### src/rtl/axis_soft_mute.sv
// -----------------------------------------------------------------------------
// axis_soft_mute
//
// Click-free stereo mute stage for an AXI-Stream audio path. Both channels of
// a stereo frame are multiplied by one common gain. A mute request ramps the
// gain linearly from unity to zero, one RAMP_STEP per frame. Releasing the
// request ramps it back to unity. A reversal mid-ramp continues from the
// current gain, so the output never jumps. Data passes through one output
// register stage with full backpressure.
//
// Parameters
//   DATA_WIDTH : signed two's-complement sample width
//   GAIN_WIDTH : unsigned gain width, unity = 2^(GAIN_WIDTH-1)
//   RAMP_STEP  : gain change per stereo frame (0 < RAMP_STEP <= unity)
//
// Ports
//   clk            : stream clock
//   rst            : asynchronous, active-high reset
//   mute           : asynchronous level mute request, synchronised internally
//   s_axis_tdata   : input sample
//   s_axis_tvalid  : input valid
//   s_axis_tready  : input ready (combinational, low while rst is high)
//   s_axis_tlast   : high on the right-channel sample, which ends a frame
//   m_axis_tdata   : scaled sample (registered)
//   m_axis_tvalid  : output valid (registered)
//   m_axis_tready  : downstream ready
//   m_axis_tlast   : registered copy of s_axis_tlast
//   muted          : high while the gain sits at zero (MUTED state)
// -----------------------------------------------------------------------------
module axis_soft_mute #(
  parameter int DATA_WIDTH = 24,
  parameter int GAIN_WIDTH = 16,
  parameter int RAMP_STEP  = 64
) (
  input  logic                  clk,
  input  logic                  rst,
  input  logic                  mute,
  input  logic [DATA_WIDTH-1:0] s_axis_tdata,
  input  logic                  s_axis_tvalid,
  output logic                  s_axis_tready,
  input  logic                  s_axis_tlast,
  output logic [DATA_WIDTH-1:0] m_axis_tdata,
  output logic                  m_axis_tvalid,
  input  logic                  m_axis_tready,
  output logic                  m_axis_tlast,
  output logic                  muted
);

  // Product width: signed sample times a non-negative (zero-extended) gain.
  localparam int PROD_WIDTH = DATA_WIDTH + GAIN_WIDTH + 1;

  localparam logic [GAIN_WIDTH-1:0] UNITY     = {1'b1, {(GAIN_WIDTH-1){1'b0}}};
  localparam logic [GAIN_WIDTH-1:0] GAIN_ZERO = {GAIN_WIDTH{1'b0}};
  localparam logic [GAIN_WIDTH-1:0] STEP      = GAIN_WIDTH'(RAMP_STEP);

  // Ramp FSM encoding.
  localparam logic [1:0] ST_UNMUTED   = 2'd0;
  localparam logic [1:0] ST_RAMP_DOWN = 2'd1;
  localparam logic [1:0] ST_MUTED     = 2'd2;
  localparam logic [1:0] ST_RAMP_UP   = 2'd3;

  // ---------------------------------------------------------------------------
  // Helper functions
  // ---------------------------------------------------------------------------

  // Gain minus one step, clamped at zero.
  function automatic logic [GAIN_WIDTH-1:0] gain_dec(input logic [GAIN_WIDTH-1:0] g);
    logic [GAIN_WIDTH-1:0] res;
    if (g > STEP) begin
      res = g - STEP;
    end else begin
      res = GAIN_ZERO;
    end
    return res;
  endfunction

  // Gain plus one step, clamped at unity. One extra bit keeps the sum exact.
  function automatic logic [GAIN_WIDTH-1:0] gain_inc(input logic [GAIN_WIDTH-1:0] g);
    logic [GAIN_WIDTH:0]   sum;
    logic [GAIN_WIDTH-1:0] res;
    sum = {1'b0, g} + {1'b0, STEP};
    if (sum >= {1'b0, UNITY}) begin
      res = UNITY;
    end else begin
      res = sum[GAIN_WIDTH-1:0];
    end
    return res;
  endfunction

  // Scale a sample by the gain. Taking the product bits from GAIN_WIDTH-1
  // upward is an arithmetic right shift, i.e. rounding toward minus infinity.
  // With g <= unity the kept slice always holds the full result, so there is
  // no overflow and unity gain reproduces the input bit for bit.
  function automatic logic [DATA_WIDTH-1:0] scale_sample(
    input logic [DATA_WIDTH-1:0] d,
    input logic [GAIN_WIDTH-1:0] g
  );
    logic signed [PROD_WIDTH-1:0] prod;
    prod = PROD_WIDTH'($signed(d)) * $signed({1'b0, g});
    return prod[GAIN_WIDTH-1 +: DATA_WIDTH];
  endfunction

  // ---------------------------------------------------------------------------
  // Signals
  // ---------------------------------------------------------------------------
  logic                  mute_meta_q;
  logic                  mute_sync_q;
  logic                  mute_s;

  logic [1:0]            state_q;
  logic [1:0]            state_d;
  logic [GAIN_WIDTH-1:0] gain_q;
  logic [GAIN_WIDTH-1:0] gain_d;
  logic                  muted_q;

  logic [DATA_WIDTH-1:0] tdata_q;
  logic [DATA_WIDTH-1:0] tdata_d;
  logic                  tlast_q;
  logic                  tlast_d;
  logic                  tvalid_q;
  logic                  tvalid_d;

  logic                  ready_s;
  logic                  accept_s;
  logic                  fb_s;
  logic [GAIN_WIDTH-1:0] gain_dn_s;
  logic [GAIN_WIDTH-1:0] gain_up_s;

  // ---------------------------------------------------------------------------
  // Handshake
  // ---------------------------------------------------------------------------
  // The output register may take a new sample when it is empty or draining
  // this cycle. Ready is forced low while reset is asserted.
  assign ready_s  = ~rst & (~tvalid_q | m_axis_tready);
  assign accept_s = s_axis_tvalid & ready_s;
  // Frame boundary: the right-channel sample is being accepted.
  assign fb_s     = accept_s & s_axis_tlast;

  assign gain_dn_s = gain_dec(gain_q);
  assign gain_up_s = gain_inc(gain_q);
  assign mute_s    = mute_sync_q;

  // Two-flop synchroniser for the asynchronous mute switch.
  always_ff @(posedge clk or posedge rst) begin
    if (rst) begin
      mute_meta_q <= 1'b0;
      mute_sync_q <= 1'b0;
    end else begin
      mute_meta_q <= mute;
      mute_sync_q <= mute_meta_q;
    end
  end

  // ---------------------------------------------------------------------------
  // Gain ramp FSM
  // ---------------------------------------------------------------------------
  // Next gain and state; both move only on a frame boundary so the left and
  // right samples of one frame always see the same gain. Any ramp reverses
  // from the current gain rather than restarting.
  always_comb begin
    state_d = state_q;
    gain_d  = gain_q;
    if (fb_s) begin
      case (state_q)
        ST_UNMUTED: begin
          if (mute_s) begin
            gain_d  = gain_dn_s;
            state_d = (gain_dn_s == GAIN_ZERO) ? ST_MUTED : ST_RAMP_DOWN;
          end else begin
            gain_d  = UNITY;
            state_d = ST_UNMUTED;
          end
        end
        ST_RAMP_DOWN, ST_RAMP_UP: begin
          if (mute_s) begin
            gain_d  = gain_dn_s;
            state_d = (gain_dn_s == GAIN_ZERO) ? ST_MUTED : ST_RAMP_DOWN;
          end else begin
            gain_d  = gain_up_s;
            state_d = (gain_up_s == UNITY) ? ST_UNMUTED : ST_RAMP_UP;
          end
        end
        ST_MUTED: begin
          if (mute_s) begin
            gain_d  = GAIN_ZERO;
            state_d = ST_MUTED;
          end else begin
            gain_d  = STEP;
            state_d = (STEP == UNITY) ? ST_UNMUTED : ST_RAMP_UP;
          end
        end
        default: begin
          // Unreachable encoding: recover to the safe passthrough condition.
          gain_d  = UNITY;
          state_d = ST_UNMUTED;
        end
      endcase
    end else begin
      state_d = state_q;
      gain_d  = gain_q;
    end
  end

  // Ramp state, gain and the muted flag. muted tracks the next state so it
  // changes in the cycle after the frame boundary that enters/leaves MUTED.
  always_ff @(posedge clk or posedge rst) begin
    if (rst) begin
      state_q <= ST_UNMUTED;
      gain_q  <= UNITY;
      muted_q <= 1'b0;
    end else begin
      state_q <= state_d;
      gain_q  <= gain_d;
      muted_q <= (state_d == ST_MUTED);
    end
  end

  // ---------------------------------------------------------------------------
  // Output register stage
  // ---------------------------------------------------------------------------
  // Load on accept; otherwise drop valid once the sample has drained, and
  // hold everything stable while the downstream stalls.
  always_comb begin
    tdata_d  = tdata_q;
    tlast_d  = tlast_q;
    tvalid_d = tvalid_q;
    if (accept_s) begin
      tdata_d  = scale_sample(s_axis_tdata, gain_q);
      tlast_d  = s_axis_tlast;
      tvalid_d = 1'b1;
    end else if (m_axis_tready) begin
      tvalid_d = 1'b0;
    end else begin
      tvalid_d = tvalid_q;
    end
  end

  // Output data, last and valid registers.
  always_ff @(posedge clk or posedge rst) begin
    if (rst) begin
      tdata_q  <= {DATA_WIDTH{1'b0}};
      tlast_q  <= 1'b0;
      tvalid_q <= 1'b0;
    end else begin
      tdata_q  <= tdata_d;
      tlast_q  <= tlast_d;
      tvalid_q <= tvalid_d;
    end
  end

  assign s_axis_tready = ready_s;
  assign m_axis_tdata  = tdata_q;
  assign m_axis_tlast  = tlast_q;
  assign m_axis_tvalid = tvalid_q;
  assign muted         = muted_q;

endmodule

### config.mk
export PLATFORM = sky130hd
export DESIGN_NAME = axis_soft_mute
export DESIGN_NICKNAME = d
export VERILOG_FILES = /design/src/rtl/axis_soft_mute.sv
export SDC_FILE = /design/constraint.sdc
export NUM_CORES = 1
export LEC_CHECK = 0
export ABC_CLOCK_PERIOD_IN_PS = 8700
export CAP_MARGIN = 10
export CORE_UTILIZATION = 45
export DETAILED_ROUTE_END_ITERATION = 10
export GPL_ROUTABILITY_DRIVEN = 0
export REMOVE_ABC_BUFFERS = 1
export SLEW_MARGIN = 20
export SYNTH_ARGS = -nofsm -noshare
export SYNTH_HDL_FRONTEND = slang
export SYNTH_SLANG_ARGS = --single-unit
### constraint.sdc
create_clock -name clk -period 8.7 [get_ports clk]
set_clock_uncertainty 0.1 [all_clocks]
set_input_delay 1.305 -clock clk [delete_from_list [all_inputs] [get_ports clk]]
set_output_delay 1.305 -clock clk [all_outputs]
set_load 0.02 [all_outputs]
==> results.tsv, run 1 <==
metric	value	unit
crit end category	flip-flop	
Crit path max-delay family	adder cells	
Die X-Extent	188.5	µm
Pre-Repair DR Iteration Count	5	
crit path kind	in -> reg	
clk sinks	47	
synth top area cells	fa_1 46%, inv_1 11%, ha_1 7.8%	
CTS buffer count	5	
die height	188.5	µm
status	completed	
share of cells above drive strength 1	3.470	%
Final HPWL DP	32850	µm
worst path required time	8.83	ns
CP most frequent cell	fa_1	
hold buffers post-CTS	0	
Worst-Margin Slew	1.162	ns
number of global-route vias before repair	12630	
synthesis-to-layout area growth	7.938	%
GRT Overall Usage	24.58	%
Pins Over Slew Limit	0	
drt drc	0	
Synth top area share	46.43	%
max_slew headroom	22.54	%
Startpoint Class	primary input	
postcts setup bufs	0	
Final Hold Fails	0	
Antenna Nets Post-Route	0	
worst skew pair latency	0.30	ns
H-Tree Depth	2	
Rows	67	
via count	11410	
ys async rst share	100.0	%
RSZ-0062 raised after global routing	no	
initial antenna violation count	0	
yosys warns	0	
vias per inst	5.106	
first-pass GRT wire length	67870	µm
number of synthesized flops with an enable pin	0	
largest net degree at the start of global routing	54	
Initial Utilization	46.22	%
Final period util	91.29	%
Fin Setup TNS	0	ns
die footprint	0.03553	mm²
post-synthesis sequential area ratio	7.522	%
Syn Std Cell Area	0.01565	mm²
CP max stage delay	0.73	ns
Distinct cells, synth	68	
CP max FO	11	
Final Critical Period	7.942	ns
clock buffer depth	2	
Slowest-stage cell, CP	clkdlybuf4s50_1	
Max-Cap Viols	0	
total grt overflow	0	
average size of a mapped cell	8.843	µm²
total core area	0.03387	mm²
# nets final	2276	
CTS tree	built	
Worst-path clk slew	0.07	ns
top_reg_cell synth	dfrtp_1	
Iter 0 DRT Violations	600	
final setup violation count	0	
CTS resizes	0	
Min-Delay Path Class	reg -> reg	
Synth Instances	1770	
post-synth top area cell	fa_1	
CP Buf/Inv Count	5	
critical path, cell by cell	clkdlybuf4s50_1, buf_4, nand2_1, fa_1, fa_1, inv_1, fa_1, fa_1, fa_1, inv_1, fa_1, inv_1, ha_1, nand4_1, nor3_1, o21ai_0, a31oi_1, nor3_1, a221oi_1, a22o_1	
cell with the most instances after synthesis	inv_1	
IO Port Bufs	57	
post-synthesis register bit count	47	
drt total wl	40190	µm
clk root buf	clkbuf_16	
I/O pins	58	
Fmax achieved	0.1259	GHz
CP arrival	8.07	ns
Synth top cells by count	454 x inv_1, 363 x fa_1, 287 x nand2_1, 156 x and2_1, 97 x ha_1	
drt wl/cell	17.98	µm
# diodes	0	
[sequential cells by signal, indices dropped and copies added (netlist names)]
| register | count |
|---|---|
| m_axis_tvalid | 1 |
| mute_s | 1 |
| m_axis_tdata | 24 |
| gain_q | 16 |
| m_axis_tlast | 1 |
| mute_meta_q | 1 |
| state_q | 2 |
| muted | 1 |
[layer usage]
| metal | routed length, µm | share of wire [%] | vias up | GRT usage (%) |
|---|---|---|---|---|
| met4 | 1158 | 2.9 | 0 | 7.165 |
| met2 | 19200 | 48 | 299 | 40.71 |
| met3 | 2008 | 5.0 | 63 | 3.334 |
| met5 | 0 | 0 | - | 0 |
| li1 | - | - | 5224 | - |
| met1 | 17820 | 44 | 5826 | 33.66 |
[metrics by stage]
stage	utilization [%]	instances	hold slack, ns	setup WS, ns	cell area [µm²]
global placement	49.38	2227	0.2326	0.5666	16720
CTS	49.89	2235	0.2664	0.7675	16900
finish	49.89	2235	0.2692	0.7581	16900
floorplan	-	1686	0.2312	2.032	15310
global route	49.89	2235	0.2935	0.4049	16900
detailed placement	49.38	2227	0.2498	0.4911	16720
[layout by cell type (no fill, tap or decap), types with 6 or more instances in the layout]
cell type	n
inv_1	453
mux2i_1	6
clkdlybuf4s50_1	57
and2_1	156
nand4_1	8
nor4_1	6
nor3_1	10
nor2_1	21
a21oi_1	24
o21ai_0	26
o21ai_1	11
nand2_1	286
buf_4	36
o31ai_1	7
a31oi_1	7
and3_1	11
dfrtp_1	45
nor2b_1	13
xnor2_1	17
nand2b_1	6
ha_1	97
xor2_1	11
nand3_1	19
fa_1	363
a21o_1	10
[area by class of cell]
| class | instances | area, µm² |
|---|---|---|
| inverter | 454 | 1704 |
| timing repair buffer | 93 | 840.8 |
| multi-input combinational | 1185 | 12440 |
| clock buffer | 5 | 125.1 |
| tap | 448 | 560.5 |
| clock inverter | 3 | 47.55 |
| fill | 3264 | 16970 |
| sequential | 47 | 1179 |
[logic make-up (layout without fill, tap and decap cells)]
group / Yosys count / after routing / share of synthesized area [%]
buf+inv: 538 / 555 / 13.06
flops: 47 / 47 / 7.522
xor+xnor: 29 / 29 / 1.711
compound gates: 133 / 133 / 5.772
simple gates: 557 / 557 / 17.37
mux: 6 / 6 / 0.3837
fa+ha+maj: 460 / 460 / 54.18
[path summary, 6_finish.rpt]
check                            startpoint                to  slack [ns]  cells after the start
setup / recovery           s_axis_tdata[23]  m_axis_tdata[21]        0.76                     20
hold / removal                  mute_meta_q            mute_s        0.27                      0
setup reg to reg                  gain_q[2]  m_axis_tdata[21]        1.50                     18
hold reg to reg                 mute_meta_q            mute_s        0.27                      0
max in group asynchronous               rst         gain_q[8]        6.58                      3
min in group asynchronous               rst      m_axis_tlast        1.46                      3
Power of run 1 is left out: the tool's default activity adds up to more than one toggle a clock period on the data nets, which glitch-free logic cannot reach.
==> run 2, diff against run 1 <==
CORE_ASPECT_RATIO = 2   (was default)
==> results.tsv, run 2 (same netlist as run 1, synthesis figures left out) <==
metric	value	unit	change
status	completed		
worst path required time	8.83	ns	about the same
Fmax achieved	0.1248	GHz	-0.86%
clock buffer depth	2		unchanged
Final Critical Period	8.010	ns	+0.06855 ns
first-pass GRT wire length	72610	µm	+7.0%
Pins Over Slew Limit	0		unchanged
critical path, cell by cell	clkdlybuf4s50_1, nand2_1, fa_1, fa_1, inv_1, fa_1, fa_1, fa_1, inv_1, fa_1, inv_1, ha_1, nand4_1, nor3_1, o21ai_0, a31oi_1, nor3_1, a221oi_1, a22o_1		
CTS buffer count	5		unchanged
total grt overflow	0		unchanged
worst skew pair latency	0.30	ns	about the same
die footprint	0.03558	mm²	+0.13%
Slowest-stage cell, CP	clkdlybuf4s50_1		
Iter 0 DRT Violations	475		-21%
sequential cell area	0.001184	mm²	+0.43%
largest net degree at the start of global routing	54		unchanged
most frequent cells in the layout	453 x inv_1, 363 x fa_1, 286 x nand2_1		
I/O pins	58		unchanged
crit path kind	in -> reg		
crit path launch	s_axis_tdata[23]		
CP max FO	16		+5
CP arrival	8.14	ns	+0.07 ns
total core area	0.03423	mm²	+1.1%
via count	11790		+3.3%
CTS resizes	0		unchanged
clk sinks	47		unchanged
vias per inst	5.286		+3.5%
FF-to-FF path depth	18		unchanged
worst hold endpoint	mute_s		
Final HPWL DP	36590	µm	+11%
Max-Cap Viols	0		unchanged
r2r setup slk	1.48	ns	-0.02 ns
final setup violation count	0		unchanged
clk root buf	clkbuf_16		
H-Tree Depth	2		unchanged
final instance area	0.01692	mm²	+0.16%
Die X-Extent	133.9	µm	-29%
Worst-Margin Slew	0.9909	ns	-0.1710 ns
Final Hold Fails	0		unchanged
postcts setup bufs	0		unchanged
reg2reg end	m_axis_tdata[21]		
Pre-Repair DR Iteration Count	6		+1
die height	265.8	µm	+41%
Largest register FFs	24		unchanged
max_slew headroom	33.94	%	+11 points
Fin Setup TNS	0	ns	unchanged
# nets final	2279		+0.13%
drt wl/cell	20.00	µm	+11%
Antenna Nets Post-Route	0		unchanged
hold buffers post-CTS	0		unchanged
synthesis-to-layout area growth	8.105	%	
# diodes	0		unchanged
initial antenna violation count	0		unchanged
most common cell after layout, fill and taps aside	inv_1		
Rows	96		+43%
area of the multi-input gates	0.01243	mm²	about the same
share of cells above drive strength 1	3.799	%	+0.33 points
GRT Overall Usage	27.34	%	+2.8 points
Initial Utilization	45.72	%	-0.49 points
Min-Delay Path Class	reg -> reg		
drt total wl	44620	µm	+11%
Final period util	92.07	%	+0.79 points
Startpoint Class	primary input		
Reg2Reg Launch Point	gain_q[2]		
# fillers	3371		+3.3%
drt drc	0		unchanged
Worst-path clk slew	0.07	ns	about the same
placed cell area	0.01675	mm²	+0.16%
number of global-route vias before repair	13790		+9.2%
hold-critical path depth	0		unchanged
CP max stage delay	0.83	ns	+0.10 ns
RSZ-0062 raised after global routing	no		
crit end category	flip-flop		
HP Start	mute_meta_q		
CP most frequent cell	fa_1		
CTS tree	built		
IO Port Bufs	57		unchanged
run 2: final cells by class:
| type | instances | area share [%] |
|---|---|---|
| clock buffers | 5 | 0.7394 |
| clock inverters | 3 | 0.2736 |
| inverters | 454 | 10.08 |
| multi-input cells | 1185 | 73.48 |
| flip-flops and latches | 47 | 6.995 |
| well taps | 441 | 3.261 |
| repair buffers | 96 | 5.176 |
run 2: per-layer routing:
layer | track usage [%] | up-vias | routed length, µm
met2 | 55.10 | 332 | 26130
met5 | 0 | - | 0
met3 | 1.960 | 154 | 1342
met1 | 25.30 | 6078 | 13720
met4 | 18.34 | 0 | 3438
li1 | - | 5230 | -
run 2: worst max-delay path by stage:
| stage | end | slack, ns | depth (start not counted) |
|---|---|---|---|
| final | m_axis_tdata[21] | 0.69 | 19 |
| after CTS | m_axis_tdata[21] | 0.70 | 19 |
| after global placement | m_axis_tdata[21] | 0.45 | 19 |
| after floorplan | m_axis_tdata[22] | 2.03 | 18 |
| after detailed placement | m_axis_tdata[21] | 0.43 | 19 |
| after global routing | m_axis_tdata[21] | 0.29 | 19 |
run 2: stage by stage:
step | std cells | setup slack, ns | hold slack [ns] | util, %
CTS | 2231 | 0.7020 | 0.2659 | 49.43
finish | 2231 | 0.6896 | 0.2627 | 49.43
floorplan | 1686 | 2.032 | 0.2312 | -
detailed placement | 2223 | 0.4303 | 0.2489 | 48.93
global placement | 2223 | 0.4499 | 0.2364 | 48.93
global route | 2231 | 0.2904 | 0.2788 | 49.43
run 2: worst max-delay path: cells and delay by family:
kind | cells | cell delay [ns]
AND/OR/NAND/NOR | 4 | 0.76
adder cells (fa/ha/maj) | 7 | 3.73
buffers and inverters | 4 | 1.26
AO/OA/AOI/OAI | 4 | 1.06
Power of run 2 is left out for the same reason.
==> run 3, diff against run 2 <==
ABC_CLOCK_PERIOD_IN_PS = default   (was 8700)
==> results of run 3 <==
No change in the layout: final DEF, timing and power equal those of run 2.
Power of run 3 is left out for the same reason.
